===== config.mk =====
export PLATFORM = sky130hd
export DESIGN_NAME = de2_115_sw_debouncer
export DESIGN_NICKNAME = d
export VERILOG_FILES = /design/src/rtl/de2_115_sw_pkg.sv /design/src/rtl/de2_115_debounce_cell.sv /design/src/rtl/de2_115_sw_debouncer.sv
export SDC_FILE = /design/constraint.sdc
export NUM_CORES = 1
export LEC_CHECK = 0
export ABC_CLOCK_PERIOD_IN_PS = 2000
export CORE_AREA = 4 4 126 128
export CTS_CLUSTER_SIZE = 25
export DETAILED_ROUTE_END_ITERATION = 8
export DIE_AREA = 0 0 130 132
export PLACE_DENSITY = 0.61
export RECOVER_POWER = 100
export SLEW_MARGIN = 5
export SYNTH_ARGS = -nofsm -noshare
export SYNTH_HDL_FRONTEND = slang
export SYNTH_SLANG_ARGS = --single-unit

===== constraint.sdc =====
create_clock -name clk -period 2 [get_ports clk]
set_input_delay 0.2 -clock clk [delete_from_list [all_inputs] [get_ports clk]]
set_output_delay 0.2 -clock clk [all_outputs]
set_load 0.05 [all_outputs]

===== src/rtl/de2_115_sw_pkg.sv =====
// Shared defaults and sizing helper for the slide-switch debouncer.
// Counter widths are derived here so the top and the per-bit cell agree.
package de2_115_sw_pkg;

    localparam int SW_WIDTH        = 18;
    localparam int SW_TICK_DIV     = 50000;
    localparam int SW_STABLE_TICKS = 16;

    // Bits needed to count 0..n-1, never less than one.
    function automatic int cnt_width(input int n);
        return (n <= 2) ? 1 : $clog2(n);
    endfunction

endpackage


===== src/rtl/de2_115_debounce_cell.sv =====
// One switch bit: accepts a new level after it holds for STABLE_TICKS ticks,
// issuing a single-cycle pulse in the cycle the accepted level appears.
module de2_115_debounce_cell
    import de2_115_sw_pkg::*;
#(
    parameter int   STABLE_TICKS = SW_STABLE_TICKS,
    parameter logic RESET_BIT    = 1'b0
) (
    input  logic clk,
    input  logic reset_n,
    input  logic s2_bit,
    input  logic tick,
    output logic stable,
    output logic pulse
);

    localparam int            CW       = cnt_width(STABLE_TICKS);
    localparam logic [CW-1:0] CNT_LAST = CW'(STABLE_TICKS - 1);

    logic [CW-1:0] cnt_q, cnt_d;
    logic          stable_q, stable_d;
    logic          pulse_q, pulse_d;

    always_comb begin
        cnt_d    = cnt_q;
        stable_d = stable_q;
        pulse_d  = 1'b0;
        // Any return to the accepted level discards accumulated progress.
        if (s2_bit == stable_q) begin
            cnt_d = '0;
        end else if (tick) begin
            if (cnt_q == CNT_LAST) begin
                stable_d = s2_bit;
                cnt_d    = '0;
                pulse_d  = 1'b1;
            end else begin
                cnt_d = cnt_q + CW'(1);
            end
        end
    end

    always_ff @(posedge clk) begin
        if (!reset_n) begin
            cnt_q    <= '0;
            stable_q <= RESET_BIT;
            pulse_q  <= 1'b0;
        end else begin
            cnt_q    <= cnt_d;
            stable_q <= stable_d;
            pulse_q  <= pulse_d;
        end
    end

    assign stable = stable_q;
    assign pulse  = pulse_q;

endmodule


===== src/rtl/de2_115_sw_debouncer.sv =====
// Switch conditioning: two-flop synchroniser, shared tick prescaler and one
// debounce cell per bit, giving the PIO a clean level and a change strobe.
module de2_115_sw_debouncer
    import de2_115_sw_pkg::*;
#(
    parameter int               WIDTH        = SW_WIDTH,
    parameter int               TICK_DIV     = SW_TICK_DIV,
    parameter int               STABLE_TICKS = SW_STABLE_TICKS,
    parameter logic [WIDTH-1:0] RESET_VALUE  = '0
) (
    input  logic             clk,
    input  logic             reset_n,
    input  logic [WIDTH-1:0] in_raw,
    output logic [WIDTH-1:0] out_port,
    output logic [WIDTH-1:0] change_pulse,
    output logic             tick
);

    localparam int            PW         = cnt_width(TICK_DIV);
    localparam logic [PW-1:0] PRESC_LAST = PW'(TICK_DIV - 1);

    logic [WIDTH-1:0] s1_q, s1_d;
    logic [WIDTH-1:0] s2_q, s2_d;
    logic [PW-1:0]    presc_q, presc_d;
    logic             tick_q, tick_d;

    // tick is registered, so it is high while presc_q sits at its last value.
    always_comb begin
        s1_d    = in_raw;
        s2_d    = s1_q;
        presc_d = (presc_q == PRESC_LAST) ? '0 : presc_q + PW'(1);
        tick_d  = (presc_d == PRESC_LAST);
    end

    always_ff @(posedge clk) begin
        if (!reset_n) begin
            s1_q    <= RESET_VALUE;
            s2_q    <= RESET_VALUE;
            presc_q <= '0;
            tick_q  <= 1'b0;
        end else begin
            s1_q    <= s1_d;
            s2_q    <= s2_d;
            presc_q <= presc_d;
            tick_q  <= tick_d;
        end
    end

    assign tick = tick_q;

    for (genvar i = 0; i < WIDTH; i++) begin : g_cell
        de2_115_debounce_cell #(
            .STABLE_TICKS(STABLE_TICKS),
            .RESET_BIT   (RESET_VALUE[i])
        ) u_cell (
            .clk    (clk),
            .reset_n(reset_n),
            .s2_bit (s2_q[i]),
            .tick   (tick_q),
            .stable (out_port[i]),
            .pulse  (change_pulse[i])
        );
    end

endmodule


Word-level counts from Yosys, hierarchy flattened:

Cells that the tools add are included.

* logic and storage cells: 226
* input bits: 20
* flip-flop bits (word level): 161

* equal/unequal tests: 38
* add/sub/neg operators: 19
* multiplexer cells: 37
* bitwise logic cells: 20
* reduce and logical (&&, ||, !) cells: 54

Operators by type and width (number)
* $add A4 B1 Y4 const B: 18
* $eq A4 B4 Y1 const B: 18
* $mux W4: 18
* $reduce_and A3 Y1: 18
* $reduce_or A3 Y1: 18
* $reduce_or A2 Y1: 18
* $eq A16 B16 Y1 const B: 2
* $not A1 Y1: 20
* $eq A1 B1 Y1: 18
* $mux W1: 18
* $add A16 B1 Y16 const B: 1
* $mux W16: 1

Logic depth before layout (Yosys ltp):

Gate-level depths: netlist (run 1).

* depth after elaboration: 3
* gate-level depth with buffers: 6
* mapped depth without buffers: 6

By module:

From an unflattened synthesis (run 1), not the netlist that was laid out.

* cells, all modules: 617
* area, all modules: 6429.9 um^2

Modules (own cells, without submodules)
* de2_115_debounce_cell: cells an instance 25, instances 18, area an instance 256.5 um^2, seq. area each 120.1 um^2
* de2_115_sw_debouncer: cells an instance 167, instances 1, area an instance 1813.0 um^2, seq. area each 1061.0 um^2

Worst setup path after synthesis (run 1):

No wires, ideal clock.

* path type: reg-to-reg
* start: register tick_q (netlist: tick)
* end: register g_cell[0].u_cell.cnt_q[1]
* path buffers: 3
* setup time: 117 ps
* cell stages (with the launch flop): 6
* period minus slack after synthesis: 1703 ps
* path slack: 297 ps
* arrival: 1586 ps
* path through: dfxtp_1 buf_2 buf_2 buf_2 mux2i_1 nor2_1

RTL lines
* start: declaration: RTL line de2_115_sw_debouncer.sv:25 `logic tick_q, tick_d;`
* start signal: assignment: RTL line de2_115_sw_debouncer.sv:45 `tick_q <= tick_d;`
* end signal: assignment: RTL line de2_115_debounce_cell.sv:48 `cnt_q <= cnt_d;`
* end: declaration: RTL line de2_115_debounce_cell.sv:20 `logic [CW-1:0] cnt_q, cnt_d;`

Worst setup path after layout (run 1):

* start: register g_cell[4].u_cell.stable_q
* end: output port out_port[4]

RTL lines
* start: declaration: RTL line de2_115_debounce_cell.sv:21 `logic stable_q, stable_d;`
* start signal: assignment: RTL line de2_115_debounce_cell.sv:49 `stable_q <= stable_d;`
* end: declaration: RTL line de2_115_sw_debouncer.sv:14 `output logic [WIDTH-1:0] out_port,`

No word-level cell between the ends.

==> results of run 1 <==
## per-layer routing
metal	global-route usage, %	wire, um
met4	5.43	146
met1	16.2	4980
met2	23.6	5390
met5	0	0
met3	4.54	467
## cells by family (layout without fill, tap and decap cells)
logic type | Yosys count | after routing | share of synthesized area [%]
buffers and inverters | 62 | 97 | 5.81
XOR/XNOR | 82 | 82 | 10.9
AO/OA/AOI/OAI | 32 | 32 | 3.31
multiplexers | 25 | 25 | 3.81
AND/OR/NAND/NOR | 315 | 315 | 23.5
adder cells (fa/ha/maj) | 19 | 19 | 3.62
flip-flops | 161 | 161 | 49.0
## through the flow
step | worst slack (ns) | instances | utilization (%) | area (um^2) | total power, uW
floorplan | 0.297 | 696 | - | 6570 | 3410
global placement | 0.304 | 887 | 47.7 | 7090 | 3470
detailed placement | 0.205 | 887 | 47.7 | 7090 | 3470
CTS | 0.130 | 919 | 51.7 | 7680 | 6680
global route | 0.0240 | 919 | 51.4 | 7640 | 6810
finish | 0.120 | 919 | 51.4 | 7640 | 6570
## state kept, by name (all words and copies together) (netlist names)
name / count
g_cell.u_cell.cnt_q: 72
g_cell.u_cell.pulse: 18
g_cell.u_cell.stable: 18
presc_q: 16
s1_q: 18
s2_q: 18
tick: 1
## cell usage in the layout (no fill, tap or decap), types with 2 or more instances in the layout
master	n
clkinvlp_4	3
dlygate4sd3_1	34
bufinv_16	2
clkdlybuf4s50_1	20
a21oi_1	10
o21ai_0	5
or3_1	4
xor2_1	62
inv_1	2
clkbuf_16	17
dfxtp_1	160
and2_1	28
buf_12	2
nand3_1	7
a41oi_1	2
clkinv_4	4
clkbuf_8	2
mux2i_1	25
nor3_1	27
and2_0	11
ha_1	19
xnor2_1	20
nor2b_1	7
nand2_1	93
clkbuf_1	4
nand4_1	32
clkbuf_2	4
a21boi_0	12
nor2_1	90
## area by class of cell
| cell class | count | area (um^2) | share of cell area (%) |
|---|---|---|---|
| Sequential cell | 161 | 3230 | 42.3 |
| Multi-Input combinational cell | 473 | 2960 | 38.8 |
| Timing Repair Buffer | 63 | 616 | 8.06 |
| Clock buffer | 21 | 460 | 6.03 |
| Tap cell | 188 | 235 | 3.08 |
| Clock inverter | 11 | 131 | 1.72 |
| Inverter | 2 | 7.51 | 0.0983 |
## worst paths after layout
path	startpoint	endpoint	slack, ns	depth (start not counted)
max	g_cell[4].u_cell.stable$_SDFFE_PN0P_	out_port[4]	0.12	1
min	in_raw[6]	s1_q[6]$_SDFF_PN0_	0.36	2
max reg2reg	presc_q[0]$_SDFF_PN0_	presc_q[4]$_SDFF_PN0_	0.17	5
min reg2reg	s1_q[2]$_SDFF_PN0_	s2_q[2]$_SDFF_PN0_	0.43	1
## report_power, final
part           switching [uW]  internal, uW  leakage [uW]  total, uW
Sequential               18.7          3240       0.00131       3260
Clock                    1270          1910      0.000280       3180
Combinational            60.6          68.4       0.00133        129
Total                    1350          5230       0.00291       6570
==> metrics, run 1 <==
status completed; io pins 57; cell area after synthesis 6570 um^2; Post-synth EDFFs 0; YS warnings 0; routed wire length between 10000 and 15000 um; Hold Crit Class in2reg; synthesized flop and latch total 161; first-pass GRT wire length 19600 um; synth cell count leaders dfxtp_1, nand2_1, nor2_1; kind of critical path reg2out; ys flop type dfxtp_1; CTS H-Tree Depth 4; vias in the first global route approximately 4500; synthesized net count 735; CTS buffer count 17; Final ANT Viol Nets 0; Worst Path Buf+Inv 1; Worst Path Required 1.80 ns; share of layout cells above drive strength 1 6.70%; synthesized instance count 696; Antenna Cells 0; Slew @ Worst Pin ~0.94 ns; NumNets Final 757; leading area contributor after synthesis dfxtp_1; Max Cap Violations 0; CTS sink count 161; Final period util 94.0%; Final setup viols 0; P per Cell Area 861 nW/um^2; Slew Limit Fails 0; setup TNS 0 ns; slew margin rel. 37.4%; largest net degree at the start of global routing 46; fmax 532 MHz; clk buf depth 2; Critical Path Source Type flop; TritonCTS clock tree built; root buffer cell clkbuf_16; Yosys cell types 41; crit path cell chain dlygate4sd3_1; Starting Density approximately 44%; Post-CTS Setup Inserts 0; count leader, synth dfxtp_1; min cycle time layout 1.88 ns; CP top delay family buffers and inverters; CP max stage cell dlygate4sd3_1; peak supply drop 670 uV; max incr delay on CP 0.89 ns; Worst Skew 0.00688 ns; routed len/inst 12.0 um; Filler Cells Inserted 1362; CORE AREA 14900 um^2; synth top area cells dfxtp_1, xor2_1, nand2_1, nor2_1, buf_4; register area share after synthesis 49.0%; Avg Cell Area, Syn 9.44 um^2; hold slack roughly 0.36 ns; Die Wd 130 um; Worst-Skew Late Latency around 0.42 ns; post-CTS sizing 0; Die ar. between 15000 and 20000 um^2; maximum fanout along the worst path 3; Worst EP arrival 1.68 ns; gpl congestion 0.797; row cnt 45; Static Leak 0.00291 uW; Post-DP HPWL between 7000 and 8000 um; Synth top area share 49.0%; Post-synth ARST share 0%; Crit. End Element primary output; vias per inst 4.89; clk slew on worst S/H paths 0.06 ns; GR Overflow Total 0; RSZ-0062 raised after global routing no; DRT Pass-1 Iters 4; initial antenna violation count 0; Hold Buf Count CTS 0; DR vias 4494; Residual DRC 0; Iteration-0 DRC Markers 230; hold violation count in the final report 0; number of buffers added on ports 56; total track usage 13.9%; Layout area overhead 16.2%; Vert. Die Dim 132 um
Power figures use the tool's default switching activity.
==> inputs of run 2 (changes only) <==
PLACE_DENSITY = 0.75   (was 0.61)
REMOVE_ABC_BUFFERS = 1   (was not set)
==> run 2 against run 1 <==
Die area stayed put. Highest routed layer unchanged. Critical endpoint is now out_port[6]. Largest cell class unchanged. Via count is 0.82% lower. Largest power group unchanged. Non-clock buffer count stayed put. Global-route usage is 0.74 points lower. First-iteration DRC count is 37% lower. Register-to-register slack better by 0.05 ns. Fmax hardly changed. Setup slack better by 0.00073 ns.
==> metrics, run 2 (synthesized netlist as in run 1, its figures left out) <==
hold slack 0.355 ns (-0.00246 ns); Final period util 94.0% (about the same); Max Cap Violations 0 (unchanged); Clk pwr share 47.7% (-0.7 points); Hold Buf Count CTS 0 (unchanged); Die Wd 130 um (unchanged); routed len/inst 11.4 um (-4.5%); Worst Path Required 1.80 ns (about the same); Slew @ Worst Pin 1.08 ns (+0.138 ns); Residual DRC 0 (unchanged); Worst Skew 0.00793 ns (+0.00105 ns); row cnt 45 (unchanged); Critical Path Source Type flop; root buffer cell clkbuf_16; largest net degree at the start of global routing 43 (-6.5%); routed wire length 10500 um (-4.5%); status completed; GR Overflow Total 0 (unchanged); setup TNS 0 ns (unchanged); initial antenna violation count 0 (unchanged); Switching Fraction 22.0% (+1.5 points); Static Leak 0.00290 uW (-0.35%); post-CTS sizing 0 (unchanged); Worst setup startpoint g_cell[6].u_cell.stable$_SDFFE_PN0P_; Final ANT Viol Nets 0 (unchanged); Filler Cells Inserted 1356 (-0.44%); clk buf depth 2 (unchanged); fmax 532 MHz (about the same); hold violation count in the final report 0 (unchanged); Power Total 6490 uW (-1.3%); Slew Limit Fails 0 (unchanged); CTS sink count 161 (unchanged); number of flip-flops in the largest register 72 (unchanged); CTS buffer count 17 (unchanged); combinational share of power 2.1% (about the same); sequential cell area 3230 um^2 (unchanged); CP top delay family buffers and inverters; Antenna Cells 0 (unchanged); RSZ-0062 raised after global routing no; kind of critical path reg2out; CORE AREA 14900 um^2 (unchanged); Starting Density 44.2% (unchanged); internal power consumption 5060 uW (-3.1%); NumNets Final 757 (unchanged); most common cell after layout, fill and taps aside dfxtp_1; Final setup viols 0 (unchanged); Min-Delay Endpoint s1_q[7]$_SDFF_PN0_; FF-to-FF End tick$_SDFF_PN0_; Hold Crit Class in2reg; peak supply drop 555 uV (-17%); Post-DP HPWL 7220 um (-6.7%); highest-count cells in the layout ignoring fill and taps dfxtp_1, nand2_1, nor2_1; CP max stage cell dlygate4sd3_1; post-layout util 51.2% (-0.18 points); Reg2Reg Setup Slack 0.22 ns (+0.05 ns); Die ar. 17200 um^2 (unchanged); Worst EP arrival 1.68 ns (about the same); maximum fanout along the worst path 3 (unchanged); worst r2r src presc_q[0]$_SDFF_PN0_; Worst-Skew Late Latency 0.42 ns (about the same); total track usage 13.2% (-0.74 points); max incr delay on CP 0.89 ns (about the same); Crit. End Element primary output; cells on worst reg2reg path 6 (+1); CTS H-Tree Depth 4 (unchanged); Flop pwr share 50.3% (+0.7 points); io pins 57 (unchanged); Iteration-0 DRC Markers 144 (-37%); Layout area overhead 15.8%; gpl congestion 0.802 (+0.67%); P per Cell Area 853 nW/um^2 (-0.94%); number of buffers added on ports 56 (unchanged); clk slew on worst S/H paths 0.07 ns (about the same); vias in the first global route 4323 (-3.4%); share of layout cells above drive strength 1 6.57% (-0.14 points); first-pass GRT wire length 18600 um (-4.7%); DRT Pass-1 Iters 7 (+3); Vert. Die Dim 132 um (unchanged); Reg with most FFs g_cell.u_cell.cnt_q; hold path startpoint in_raw[7]; TritonCTS clock tree built; Worst Path Buf+Inv 1 (unchanged); vias per inst 4.85 (-0.82%); switching power 1430 uW (+5.9%); Multi-input gate area 2940 um^2 (-0.63%); DR vias 4457 (-0.82%); Post-CTS Setup Inserts 0 (unchanged); WHS Path Cells 2 (unchanged); slew margin rel. 28.2% (-9.2 points); crit path cell chain dlygate4sd3_1; min cycle time layout 1.88 ns (-0.000733 ns)
run 2: changes by cell type in the layout (fill, tap and decap cells not counted), sizes merged:
| cell | previous run | this run |
|---|---|---|
| bufinv | 2 | 1 |
| inv | 3 | 10 |
| buf | 3 | 4 |
| clkbuf | 27 | 22 |
| clkinvlp | 3 | 1 |
run 2: worst max-delay path by stage:
stage,endpoint,slack (ns),depth (start not counted)
detailed placement,tick$_SDFF_PN0_,0.24,6
finish,out_port[6],0.12,1
CTS,out_port[4],0.12,1
floorplan,g_cell[10].u_cell.stable$_SDFFE_PN0P_,-1.49,3
global placement,tick$_SDFF_PN0_,0.30,6
global route,out_port[9],0.06,1
run 2: layout make-up:
| cell class | count | share of cell area, % |
|---|---|---|
| Tap cell | 188 | 3.09 |
| Inverter | 2 | 0.0987 |
| Clock buffer | 17 | 5.59 |
| Timing Repair Buffer | 63 | 8.30 |
| Multi-Input combinational cell | 473 | 38.6 |
| Clock inverter | 15 | 1.87 |
| Sequential cell | 161 | 42.4 |
run 2: metal layers:
layer / up-vias / wire length, um / global-route usage [%] / share of wire [%]
met2: 55 / 5090 / 21.8 / 48
met3: 13 / 390 / 4.82 / 3.7
met4: 0 / 136 / 4.33 / 1.3
met1: 2068 / 4890 / 15.8 / 47
met5: - / 0 / 0 / 0
li1: 2321 / - / - / -
run 2: power by group through the flow:
| stage | Sequential (uW) | Clock, uW | Combinational (uW) |
|---|---|---|---|
| finish | 3260 | 3090 | 134 |
| global placement | 3330 | 0 | 138 |
| detailed placement | 3340 | 0 | 140 |
| CTS | 3260 | 3190 | 141 |
| floorplan | 3330 | 0 | 60.0 |
| global route | 3270 | 3340 | 151 |
run 2: stage by stage:
stage,instance area (um^2),instances,setup slack (ns)
after floorplan,6200,636,-1.49
after global placement,7100,887,0.301
after detailed placement,7100,887,0.239
after CTS,7670,919,0.124
after global routing,7610,919,0.0556
final,7610,919,0.120
